[src/rtl/rom_arbiter.sv]
// rtl/rom_arbiter.sv - two-port (fetch/load) arbiter in front of a combinational ROM
//
// Purpose: accepts one read request per cycle from the fetch or load port,
// registers the ROM word index, and returns the ROM word one cycle later.
// Fetch has priority; a starvation counter forces a load grant after
// STARVE_LIMIT consecutive load denials. Build macro ROM_ARB_RR_EN replaces
// this with round-robin arbitration (no starvation counter).
//
// Ports:
//   i_clk, i_rst_n                      clock, async active-low reset
//   i_if_req/i_if_addr/o_if_ack         fetch request, byte address, accept
//   o_if_valid/o_if_data                fetch response pulse and data
//   i_ld_req/i_ld_addr/o_ld_ack         load request, byte address, accept
//   o_ld_valid/o_ld_data                load response pulse and data
//   o_rom_addr/i_rom_data               registered word index / ROM data
//   o_err                               response was misaligned or out of range
module rom_arbiter #(
    parameter int DATA_WIDTH   = 32,
    parameter int ADDR_WIDTH   = 32,
    parameter int ROM_WORDS    = 1024,
    parameter int STARVE_LIMIT = 4
) (
    input  logic                  i_clk,
    input  logic                  i_rst_n,
    input  logic                  i_if_req,
    input  logic [ADDR_WIDTH-1:0] i_if_addr,
    output logic                  o_if_ack,
    output logic                  o_if_valid,
    output logic [DATA_WIDTH-1:0] o_if_data,
    input  logic                  i_ld_req,
    input  logic [ADDR_WIDTH-1:0] i_ld_addr,
    output logic                  o_ld_ack,
    output logic                  o_ld_valid,
    output logic [DATA_WIDTH-1:0] o_ld_data,
    output logic [ADDR_WIDTH-1:0] o_rom_addr,
    input  logic [DATA_WIDTH-1:0] i_rom_data,
    output logic                  o_err
);

    typedef enum logic [1:0] {IDLE, BUSY_IF, BUSY_LD} state_e;

    state_e                state_q, state_d;
    logic [ADDR_WIDTH-1:0] rom_addr_q, rom_addr_d;
    logic                  err_q, err_d;
    logic [DATA_WIDTH-1:0] if_data_q, ld_data_q;

    logic                  pick_ld;
    logic                  grant_if, grant_ld;
    logic [ADDR_WIDTH-1:0] sel_addr, sel_word;
    logic                  sel_bad;

`ifdef ROM_ARB_RR_EN
    // Remembers which port won last; it loses the next contested cycle.
    // Resets to "load last" so fetch wins the first contest.
    logic last_ld_q, last_ld_d;

    assign pick_ld   = i_ld_req && (!i_if_req || !last_ld_q);
    assign last_ld_d = grant_ld ? 1'b1 : (grant_if ? 1'b0 : last_ld_q);

    always_ff @(posedge i_clk or negedge i_rst_n) begin
        if (!i_rst_n) last_ld_q <= 1'b1;
        else          last_ld_q <= last_ld_d;
    end
`else
    localparam int CW = $clog2(STARVE_LIMIT + 1);

    logic [CW-1:0] starve_q, starve_d;
    logic          starve_hit;

    assign starve_hit = (starve_q == CW'(STARVE_LIMIT));
    assign pick_ld    = i_ld_req && (!i_if_req || starve_hit);

    // Counts consecutive cycles a held load request was denied.
    always_comb begin
        starve_d = starve_q;
        if (!i_ld_req || grant_ld) starve_d = '0;
        else if (!starve_hit)      starve_d = starve_q + 1'b1;
    end

    always_ff @(posedge i_clk or negedge i_rst_n) begin
        if (!i_rst_n) starve_q <= '0;
        else          starve_q <= starve_d;
    end
`endif

    // Acks are gated by reset so nothing is accepted while held in reset.
    assign grant_ld = i_rst_n && pick_ld;
    assign grant_if = i_rst_n && i_if_req && !pick_ld;
    assign o_if_ack = grant_if;
    assign o_ld_ack = grant_ld;

    assign sel_addr = grant_ld ? i_ld_addr : i_if_addr;
    assign sel_word = sel_addr >> 2;
    assign sel_bad  = (sel_addr[1:0] != 2'b00) || (sel_word >= ADDR_WIDTH'(ROM_WORDS));

    always_comb begin
        state_d    = IDLE;
        rom_addr_d = rom_addr_q;
        err_d      = 1'b0;
        if (grant_if) begin
            state_d    = BUSY_IF;
            rom_addr_d = sel_word;
            err_d      = sel_bad;
        end else if (grant_ld) begin
            state_d    = BUSY_LD;
            rom_addr_d = sel_word;
            err_d      = sel_bad;
        end
    end

    always_ff @(posedge i_clk or negedge i_rst_n) begin
        if (!i_rst_n) begin
            state_q    <= IDLE;
            rom_addr_q <= '0;
            err_q      <= 1'b0;
        end else begin
            state_q    <= state_d;
            rom_addr_q <= rom_addr_d;
            err_q      <= err_d;
        end
    end

    // The response cycle is the BUSY state itself: ROM data is presented
    // combinationally during the valid pulse and captured into the hold
    // register at its closing edge, so the output keeps its last value.
    assign o_if_valid = (state_q == BUSY_IF);
    assign o_ld_valid = (state_q == BUSY_LD);
    assign o_if_data  = o_if_valid ? (err_q ? '0 : i_rom_data) : if_data_q;
    assign o_ld_data  = o_ld_valid ? (err_q ? '0 : i_rom_data) : ld_data_q;
    assign o_rom_addr = rom_addr_q;
    assign o_err      = err_q;

    always_ff @(posedge i_clk or negedge i_rst_n) begin
        if (!i_rst_n) begin
            if_data_q <= '0;
            ld_data_q <= '0;
        end else begin
            if (o_if_valid) if_data_q <= o_if_data;
            if (o_ld_valid) ld_data_q <= o_ld_data;
        end
    end

endmodule

[config.mk]
export PLATFORM = sky130hd
export DESIGN_NAME = rom_arbiter
export DESIGN_NICKNAME = d
export VERILOG_FILES = /design/src/rtl/rom_arbiter.sv
export SDC_FILE = /design/constraint.sdc
export NUM_CORES = 1
export LEC_CHECK = 0
export ABC_AREA = 1
export BUFFER_PORTS_ARGS = -buffer_cell sky130_fd_sc_hd__buf_2
export CAP_MARGIN = 20
export CORE_UTILIZATION = 45
export DETAILED_ROUTE_END_ITERATION = 6
export PLACE_DENSITY = 0.75
export SLEW_MARGIN = 20
export SYNTH_ARGS = -nofsm -noshare
export SYNTH_HDL_FRONTEND = slang
export SYNTH_SLANG_ARGS = --single-unit
[constraint.sdc]
create_clock -name i_clk -period 1.6 [get_ports i_clk]
set_input_delay 0.16 -clock i_clk [delete_from_list [all_inputs] [get_ports i_clk]]
set_output_delay 0.16 -clock i_clk [all_outputs]
set_load 0.01 [all_outputs]
==> metrics <==
routed vias/inst 5.22; critical path buffer and inverter count 3; Congestion Overflow GR 0; Die Wd 111 µm; largest net degree at the start of global routing 94; Die Y 111 µm; CP max stage cell dfrtp_1; f_max 517 MHz; htree depth 3; Reg2Reg Depth 13; Cell Area, Placed 6660 µm²; crit path max fanout 8; crit path capture type flip-flop; fin area 8680 µm²; cells after synthesis 530; RSZ-0062 raised after global routing true; CTS tree built; Post-layout nets 885; GP Congestion 0.942; Tot GR Track Use 26.2%; Setup crit start kind flip-flop; antenna violations before repair 0; via count 4845; count of final max-slew check failures 0; setup violators final 101; number of placement rows 39; worst skew pair latency 340 ps; PnR worst setup slack -334 ps; met1 Usage GRT 30.6%; run status complete, but fails checks; warnings from Yosys 0; crit share post-route 121%; Crit path max-delay family simple AND/OR/NAND/NOR gates; # IOs 201; Synth area leader dfrtp_1; number of DRC markers in iteration 0 221; placed wire-length estimate 8910 µm; Worst Hold Class in -> async; register area share after synthesis 47.0%; Max-cap violations 0; core footprint 11500 µm²; Worst Skew 6.73 ps; violated checks hold timing, setup timing; CTS root buffer clkbuf_16; number of global-route vias before repair 5177; worst path arrival time 2150 ps; Sink Count 100; max incr delay on CP 390 ps; WP data required 1810 ps; worst vdd ir 717 µV; Post-Route WL 16900 µm; share of layout cells above drive strength 1 62.8%; busiest grt layer met2; syn_area_per_cell 10.1 µm²; Initial Util 46.5%; met2 Track Usage GR 47.7%; worst path cell trace inv_2, ha_4, nand2_4, nand2_4, buf_4, buf_4, nand4_1, nand2_1, nand2_1, nor2_1, nand2_1, nor2_1, a21oi_1; Crit path top cell by count nand2_1; Post-Syn Area 5330 µm²; post-synth top area share 47.0%; CP Class reg -> reg; Wirelength per Cell 18.2 µm; R2R Path End o_err; first-pass GRT wire length 25700 µm; area grow syn2layout 62.9%; power per cell area 1070 nW/µm²; worst reg2reg setup slack -330 ps; post-route ant nets 0; cts bufs inserted 9; Yosys cell types 26; Overall Power 9260 µW; clk buf depth 2; antenna cells 0; post-route minimum period 1930 ps; synth top area cells dfrtp_1, mux2_2, nand2_1; worst reg2reg path startpoint starve_q[0]; Clock Pin Slew Worst Setup and Hold Paths 70 ps; DR pass1 iterations 4; final hold viol count 2; Min Hold Slack -7.74 ps; die area 12300 µm²; #FFs+latches synth 100; met3 Resource Use GR 4.37%; number of port buffers 198; LEAKAGE 0.00458 µW; drt drc 0
-- power by group --
part	total (µW)	switching (µW)	internal [µW]
combinational	3730	1550	2180
clock	2070	907	1160
sequential	3460	380	3080
-- routing by layer --
metal	wire, µm	up-vias
met2	8970	216
li1	-	2227
met3	840	31
met4	371	0
met1	6680	2371
met5	0	-
-- cell usage after synthesis --
cell / instances
a21oi_1: 4
buf_1: 2
buf_2: 21
buf_4: 3
buf_6: 2
clkbuf_1: 4
conb_1: 1
dfrtp_1: 100
ha_1: 2
inv_1: 58
inv_2: 2
mux2_2: 128
mux2i_1: 10
nand2_1: 101
nand2_2: 1
nand2_4: 1
nand3_1: 3
nand3_4: 1
nand4_1: 14
nor2_1: 44
nor2_4: 1
o21ai_0: 20
o21ai_1: 4
or2_2: 1
xnor2_1: 1
xor2_1: 1
-- how the worst max path moves through the flow --
stage	from	cells past startpoint	to	slack (ps)
2_1_floorplan	starve_q[0]	12	o_err	20
3_3_place_gp	starve_q[0]	12	o_err	-10
3_5_place_dp	starve_q[0]	12	o_err	-100
4_1_cts	state_q[1]	5	o_if_data[11]	-290
5_1_grt	starve_q[0]	13	o_err	-450
6_report	starve_q[0]	13	o_err	-330
-- area by class of cell --
cell class | count | area, µm²
clock buffers | 12 | 267
clock inverters | 2 | 10.0
fillers | 712 | 2790
inverters | 60 | 243
multi-input cells | 339 | 2990
flip-flops and latches | 100 | 2500
well taps | 143 | 179
repair buffers | 273 | 2490
-- registers in the layout (all words and copies together) (netlist names) --
register	flops
starve_q	3
o_rom_addr	30
if_data_q	32
state_q	2
ld_data_q	32
o_err	1
-- worst register-to-register path, stage by stage (launching register included) --
cell and delay (ps):
dfrtp_1 390, inv_2 90, ha_4 150, nand2_4 60, nand2_4 100, buf_4 110, buf_4 150, nand4_1 130
nand2_1 160, nand2_1 70, nor2_1 80, nand2_1 90, nor2_1 130, a21oi_1 90
-- cell families after synthesis --
kind of cell | after synthesis | share of synthesized area (%)
xor+xnor | 2 | 0.329
simple gates | 167 | 13.1
buf+inv | 92 | 7.47
compound gates | 28 | 2.63
flops | 100 | 47.0
mux | 138 | 28.9
other cells | 1 | 0.0704
fa+ha+maj | 2 | 0.470
-- per-stage QoR --
stage          TNS (ps)  utilization, %  cells  setup WS [ps]
3_3_place_gp      -10.3            58.1    866          -10.3
6_report         -19710            75.7    929           -334
2_1_floorplan         0               -    531           23.6
5_1_grt          -26330            75.7    929           -447
3_5_place_dp       -335            58.1    866          -96.0
4_1_cts          -17740            70.6    921           -290
-- placed cells by master, fill, tap and decap left out, types with 12 or more instances in the layout --
cell and count:
mux2_4 50, buf_2 149, o21ai_2 12, nor2_1 38, buf_12 19, buf_4 28, nand2_4 21, nand4_1 14
dfrtp_1 100, nand2_1 55, buf_6 57, nand2_2 27, clkbuf_16 14, inv_1 56, mux2_2 78
-- timing repair --
item / in CTS / in global routing
hold buffers: 1 / 0
setup buffers: 24 / 8
resized for setup: 122 / 118
hold endpoints to repair: 7 / 0
endpoints found under the setup margin: 86 / 124
cloned: 16 / 6
pin swaps: 9 / 23
Power figures use the tool's default switching activity.
